## src/rtl/svc_soc_lifecycle_pkg.sv

```systemverilog
// Shared types and constants for the SoC run-lifecycle controller.
// Optional feature macro: SVC_LIFECYCLE_PROGRESS_EN (see svc_soc_lifecycle.sv).
package svc_soc_lifecycle_pkg;

    typedef enum logic [1:0] {
        HOLD  = 2'd0,
        RUN   = 2'd1,
        DRAIN = 2'd2,
        DONE  = 2'd3
    } state_t;

    typedef enum logic [2:0] {
        R_NONE    = 3'd0,
        R_EXIT    = 3'd1,
        R_EBREAK  = 3'd2,
        R_TRAP    = 3'd3,
        R_TIMEOUT = 3'd4
    } reason_t;

    localparam logic [31:0] EXIT_TRAP    = 32'hFFFF_FFFF;
    localparam logic [31:0] EXIT_TIMEOUT = 32'hFFFF_FFFE;

    // A run passes on a clean exit(0) or on an ebreak.
    function automatic logic lc_verdict(reason_t r, logic [31:0] code);
        return ((r == R_EXIT) && (code == 32'd0)) || (r == R_EBREAK);
    endfunction

endpackage

```

## src/rtl/svc_sat_counter.sv

```systemverilog
// Saturating up-counter with synchronous clear; clear wins over increment.
// Used for the run-cycle, retired-instruction and watchdog counts.
module svc_sat_counter
    import svc_soc_lifecycle_pkg::*;
#(
    parameter int W = 32
) (
    input  logic         clk,
    input  logic         rst_n,
    input  logic         inc_i,
    input  logic         clr_i,
    output logic [W-1:0] cnt_o
);

    logic [W-1:0] cnt_q;
    logic [W-1:0] cnt_d;

    // Next count: clear, hold at all-ones, or step by one.
    always_comb begin
        cnt_d = cnt_q;
        if (clr_i) begin
            cnt_d = '0;
        end else if (inc_i && (cnt_q != {W{1'b1}})) begin
            cnt_d = cnt_q + 1'b1;
        end
    end

    // Count register.
    always_ff @(posedge clk or negedge rst_n) begin
        if (!rst_n) begin
            cnt_q <= '0;
        end else begin
            cnt_q <= cnt_d;
        end
    end

    assign cnt_o = cnt_q;

endmodule

```

## src/rtl/svc_soc_lifecycle.sv

```systemverilog
// Run-lifecycle controller: CPU reset hold, termination watch, UART drain, verdict.
// SVC_LIFECYCLE_PROGRESS_EN: watchdog clears on retire (hang detection) instead of capping run length.
module svc_soc_lifecycle
    import svc_soc_lifecycle_pkg::*;
#(
    parameter int          RESET_CYCLES    = 16,
    parameter int          WATCHDOG_CYCLES = 1_000_000,
    parameter int          DRAIN_MAX       = 100_000,
    parameter logic [31:0] EXIT_ADDR       = 32'hFFFF_FFF0,
    parameter int          CNT_W           = 32
) (
    input  logic             clk,
    input  logic             rst_n,
    output logic             cpu_rst_n,
    output logic             cpu_halt,
    input  logic             retire,
    input  logic             ebreak,
    input  logic             trap,
    input  logic             dbus_wen,
    input  logic [31:0]      dbus_addr,
    input  logic [31:0]      dbus_wdata,
    input  logic             uart_busy,
    output logic             done,
    output logic             pass,
    output logic [2:0]       reason,
    output logic [31:0]      exit_code,
    output logic             drain_to,
    output logic [CNT_W-1:0] cycles,
    output logic [CNT_W-1:0] instret
);

    localparam int HOLD_W  = (RESET_CYCLES > 1) ? $clog2(RESET_CYCLES) : 1;
    localparam int DRAIN_W = (DRAIN_MAX > 1) ? $clog2(DRAIN_MAX) : 1;

    localparam logic [HOLD_W-1:0]  HOLD_LAST  = HOLD_W'(RESET_CYCLES - 1);
    localparam logic [DRAIN_W-1:0] DRAIN_LAST = DRAIN_W'(DRAIN_MAX - 1);
    localparam logic [CNT_W-1:0]   WDOG_LAST  = CNT_W'(WATCHDOG_CYCLES - 1);

    state_t               state_q, state_d;
    logic [HOLD_W-1:0]    hold_q, hold_d;
    logic [DRAIN_W-1:0]   drain_q, drain_d;
    reason_t              reason_q, reason_d;
    logic [31:0]          exit_code_q, exit_code_d;
    logic                 drain_to_q, drain_to_d;
    logic                 cpu_rst_n_q;
    logic                 cpu_halt_q;
    logic                 done_q;
    logic                 pass_q;

    logic [CNT_W-1:0]     cycles_q;
    logic [CNT_W-1:0]     instret_q;
    logic [CNT_W-1:0]     wdog_q;

    logic                 run_active;
    logic                 exit_hit;
    logic                 wdog_hit;

    assign run_active = (state_q == RUN);
    assign exit_hit   = dbus_wen && (dbus_addr == EXIT_ADDR);
    assign wdog_hit   = (wdog_q == WDOG_LAST);

    svc_sat_counter #(.W(CNT_W)) u_cycles (
        .clk   (clk),
        .rst_n (rst_n),
        .inc_i (run_active),
        .clr_i (1'b0),
        .cnt_o (cycles_q)
    );

    svc_sat_counter #(.W(CNT_W)) u_instret (
        .clk   (clk),
        .rst_n (rst_n),
        .inc_i (run_active && retire),
        .clr_i (1'b0),
        .cnt_o (instret_q)
    );

`ifdef SVC_LIFECYCLE_PROGRESS_EN
    svc_sat_counter #(.W(CNT_W)) u_wdog (
        .clk   (clk),
        .rst_n (rst_n),
        .inc_i (run_active),
        .clr_i (run_active && retire),
        .cnt_o (wdog_q)
    );
`else
    assign wdog_q = cycles_q;
`endif

    // Lifecycle sequencing and termination latching.
    always_comb begin
        state_d     = state_q;
        hold_d      = hold_q;
        drain_d     = drain_q;
        reason_d    = reason_q;
        exit_code_d = exit_code_q;
        drain_to_d  = drain_to_q;
        unique case (state_q)
            HOLD: begin
                if (hold_q == HOLD_LAST) begin
                    state_d = RUN;
                end else begin
                    hold_d = hold_q + 1'b1;
                end
            end
            RUN: begin
                if (exit_hit) begin
                    state_d     = DRAIN;
                    reason_d    = R_EXIT;
                    exit_code_d = dbus_wdata;
                end else if (ebreak) begin
                    state_d     = DRAIN;
                    reason_d    = R_EBREAK;
                    exit_code_d = 32'd0;
                end else if (trap) begin
                    state_d     = DRAIN;
                    reason_d    = R_TRAP;
                    exit_code_d = EXIT_TRAP;
                end else if (wdog_hit) begin
                    state_d     = DRAIN;
                    reason_d    = R_TIMEOUT;
                    exit_code_d = EXIT_TIMEOUT;
                end
            end
            DRAIN: begin
                if (!uart_busy) begin
                    state_d = DONE;
                end else if (drain_q == DRAIN_LAST) begin
                    state_d    = DONE;
                    drain_to_d = 1'b1;
                end else begin
                    drain_d = drain_q + 1'b1;
                end
            end
            DONE: begin
                state_d = DONE;
            end
            default: begin
                state_d = HOLD;
            end
        endcase
    end

    // FSM and latched-result registers.
    always_ff @(posedge clk or negedge rst_n) begin
        if (!rst_n) begin
            state_q     <= HOLD;
            hold_q      <= '0;
            drain_q     <= '0;
            reason_q    <= R_NONE;
            exit_code_q <= '0;
            drain_to_q  <= 1'b0;
        end else begin
            state_q     <= state_d;
            hold_q      <= hold_d;
            drain_q     <= drain_d;
            reason_q    <= reason_d;
            exit_code_q <= exit_code_d;
            drain_to_q  <= drain_to_d;
        end
    end

    // Control outputs decoded from next state so they are pure flops.
    always_ff @(posedge clk or negedge rst_n) begin
        if (!rst_n) begin
            cpu_rst_n_q <= 1'b0;
            cpu_halt_q  <= 1'b0;
            done_q      <= 1'b0;
            pass_q      <= 1'b0;
        end else begin
            cpu_rst_n_q <= (state_d != HOLD);
            cpu_halt_q  <= (state_d == DRAIN) || (state_d == DONE);
            done_q      <= (state_d == DONE);
            pass_q      <= (state_d == DONE) && lc_verdict(reason_d, exit_code_d);
        end
    end

    assign cpu_rst_n = cpu_rst_n_q;
    assign cpu_halt  = cpu_halt_q;
    assign done      = done_q;
    assign pass      = pass_q;
    assign reason    = reason_q;
    assign exit_code = exit_code_q;
    assign drain_to  = drain_to_q;
    assign cycles    = cycles_q;
    assign instret   = instret_q;

endmodule

```

## config.mk

```make
export PLATFORM = sky130hd
export DESIGN_NAME = svc_soc_lifecycle
export DESIGN_NICKNAME = d
export VERILOG_FILES = /design/src/rtl/svc_soc_lifecycle_pkg.sv /design/src/rtl/svc_sat_counter.sv /design/src/rtl/svc_soc_lifecycle.sv
export SDC_FILE = /design/constraint.sdc
export NUM_CORES = 1
export LEC_CHECK = 0
export CORE_MARGIN = 3
export CORE_UTILIZATION = 32
export CTS_BUF_LIST = sky130_fd_sc_hd__clkbuf_8
export DETAILED_ROUTE_END_ITERATION = 10
export PLACE_DENSITY_LB_ADDON = 0.2
export SETUP_SLACK_MARGIN = 0.05
export SYNTH_ARGS = -nofsm -noshare
export SYNTH_HDL_FRONTEND = slang
export SYNTH_SLANG_ARGS = --single-unit
```

## constraint.sdc

```tcl
create_clock -name clk -period 3.15 [get_ports clk]
set_input_delay 0.315 -clock clk [delete_from_list [all_inputs] [get_ports clk]]
set_output_delay 0.315 -clock clk [all_outputs]
set_load 0.01 [all_outputs]
```

==> summary.txt <==
Dpl hpwl: 12.07 mm
Inserted Diodes: 0
Net count reported at finish: 829
CORE AREA: 17,660 um2
Fmax achieved: 367.5 MHz
PwrDens: 444.9 nW/um2
Worst path top cell family by delay: simple AND/OR/NAND/NOR gates
Post-synth net total: 638
Clk_lat worst skew: 430 ps
Inst Count DP: 959
Initial antenna violation count: 0
Clk buf depth: 2
ANT nets after route: 0
Via density: 5.051
Worst path max stage delay: 570 ps
Reg clk slew, reported paths: 70 ps
Flop and latch count out of synthesis: 126
Crit path time final: 2721 ps
Die X: 141.5 um
Num ports: 175
Cell chain of the critical path: clkdlybuf4s50_1, or4b_4, nor4_4, nand4_2, and2_4, a21boi_1, nand3_1, or4_1, o21ai_1
First-pass GRT wire length: 25.94 mm
HP Class: in2async
Final wirelength: 16.00 mm
Met1 wire length: 6.902 mm
Least-Margin Pin Slew: 850.9 ps
Cell taking the most area after synthesis: dfrtp_1
Period utilisation layout: 86.37%
Fin. max-slew vios: 0
Worst Setup End Kind: flip-flop
Placed cell areas: 7925 um2
# clock sinks: 126
Gp weighted congestion: 0.8549
Critical Path RT: 3520 ps
Worst clock skew: 10.50 ps
Largest net degree at the start of global routing: 51
Iter 0 DRT Violations: 236
Htree depth: 4
Post-Syn Area: 5873 um2
GRT Util Overall: 16.11%
Root Driver: clkbuf_8
I/O Buffers: 174
Area contributors post-synth: dfrtp_1, xnor2_1, nand2_1
Worst VDD drop: 214.7 uV
Met2 WL: 7.877 mm
Routed len/inst: 16.19 um
Async set or reset register ratio after synthesis: 100.0%
Top FF cell, synth: dfrtp_1
Pre-CTS worst setup slack: -20.75 ps
Final Setup Violations: 0
Initial core utilization: 33.26%
Row count: 48
1st-pass router iterations: 5
Synth cell types: 54
Die footprint: 20,020 um2
CP max stage cell: or4b_4
PnR worst setup slack: 429.2 ps
DR vias: 4,990
Top routing layer in use: met4
Setup tns final: 0 ps
# DRC: 0
Post-synth top area share: 53.69%
RSZ-0062 raised after global routing: no
Die H: 141.5 um
Mean post-synth cell area: 10.43 um2
Vias in the first global route: 4,938
Max-Cap Viols: 0
WL met3: 1.057 mm
Post-CTS Setup Repair Bufs: 0
Setup CP Type: in2reg
Final Util: 47.34%
Layout area overhead: 42.31%
Share of layout cells above drive strength 1: 7.077%
Count of flip-flops with a built-in enable after synthesis: 0
Register area share after synthesis: 53.69%
Mapped Cells: 563
Final global-route overflow total: 0
Post-route cell area: 8358 um2
CTS tree: built
Post-Layout Cell Count: 988
CTS Buf Count: 17
Status: completed
Buf/Inv on CP: 1
Leak: 3.683 nW
Worst Path Arrival: 3090 ps
Rel. slew slack: 42.89%
Syn. warnings: 0
CP max FO: 14
Startpoint Class: input port
Hold Fails Final Rpt: 0
==> where the power goes <==
part           total (mW)  switching (mW)  internal, mW
registers            1.76          0.0635          1.70
clock network        1.50           0.599         0.903
logic               0.455           0.184         0.270
total                3.72           0.847          2.87
==> registers in the layout, indices dropped and copies added (netlist names) <==
register and flops:
exit_code 32, u_cycles.cnt_o 32, u_instret.cnt_o 32, drain_q 17
hold_q 4, reason 3, cpu_halt 1, cpu_rst_n 1
done 1, drain_to 1, pass 1, state_q 1
==> worst register-to-register path, cell delays in order (launching register included) <==
cell and delay [ps]:
dfrtp_1 450, nand4_1 170, or4_1 680, nor4_4 390
a311oi_2 250, nor2b_1 250, nand2b_1 170, nor2_1 80
xor2_1 140
==> synth_stat cells, drive strengths merged, types with 10 or more instances <==
master / number
a21oi: 10
and3: 22
dfrtp: 126
inv: 19
nand2: 74
nand3: 44
nand3b: 11
nand4: 34
nor2: 26
nor3: 10
nor4: 13
xnor2: 54
xor2: 26
==> cells in the final DEF (no fill, tap or decap), drive strengths merged, types with 22 or more instances in the layout <==
cell type,instances
clkdlybuf4s50,173
dfrtp,126
nand2,74
xnor2,54
nand3,44
nand4,34
nor2,26
xor2,26
and3,22
==> final cells by class <==
| class | count | area (um2) |
|---|---|---|
| clock buffer | 20 | 275.3 |
| clock inverter | 8 | 141.4 |
| fill | 1615 | 9299 |
| inverter | 19 | 71.32 |
| multi-input combinational | 403 | 2584 |
| sequential | 126 | 3153 |
| tap | 225 | 281.5 |
| timing repair buffer | 187 | 1852 |
==> routing by layer <==
layer,up-vias,GRT usage [%]
met4,0,4.394
met2,164,26.49
li1,2368,-
met5,-,0
met3,16,4.078
met1,2442,21.25
==> final timing paths <==
| kind | endpoint | slack, ps | startpoint | depth (start not counted) |
|---|---|---|---|---|
| max | pass$_DFF_PN0_ | 430 | dbus_addr[1] | 9 |
| min | u_cycles.cnt_o[1]$_DFFE_PN0P_ | 390 | rst_n | 2 |
| max reg2reg | u_instret.cnt_o[15]$_DFFE_PN0P_ | 440 | u_instret.cnt_o[13]$_DFFE_PN0P_ | 8 |
| min reg2reg | drain_q[16]$_DFFE_PN0P_ | 470 | drain_q[16]$_DFFE_PN0P_ | 1 |
| max in group asynchronous | u_instret.cnt_o[26]$_DFFE_PN0P_ | 1840 | rst_n | 3 |
| min in group clk | exit_code[19]$_DFF_PN0_ | 440 | dbus_wdata[19] | 3 |
==> cell families (layout without fill, tap and decap cells) <==
kind of cell | count (synthesis) | count (layout) | synth area share (%)
muxes | 6 | 6 | 1.108
xor gates and xnor gates | 80 | 80 | 11.93
AOI/OAI and AO/OA | 41 | 41 | 4.772
DFF | 126 | 126 | 53.69
buffers and inverters | 34 | 234 | 2.429
and+or+nand+nor | 272 | 272 | 25.22
adders and majority gates | 4 | 4 | 0.8522
==> per-stage QoR <==
step / hold WS, ps / total power, mW
after global placement: 313.6 / 2.244
after global routing: 409.9 / 3.889
after floorplan: 19.41 / 1.934
after CTS: 389.8 / 3.774
final: 392.6 / 3.719
after detailed placement: 323.4 / 2.252
==> repair_timing <==
| action | CTS | global route |
|---|---|---|
| hold endpoints to repair | 37 | 0 |
| gates resized for setup | 0 | 1 |
| endpoints found under the setup margin | 0 | 4 |
| hold buffers | 1 | 0 |
Power figures use the tool's default switching activity.
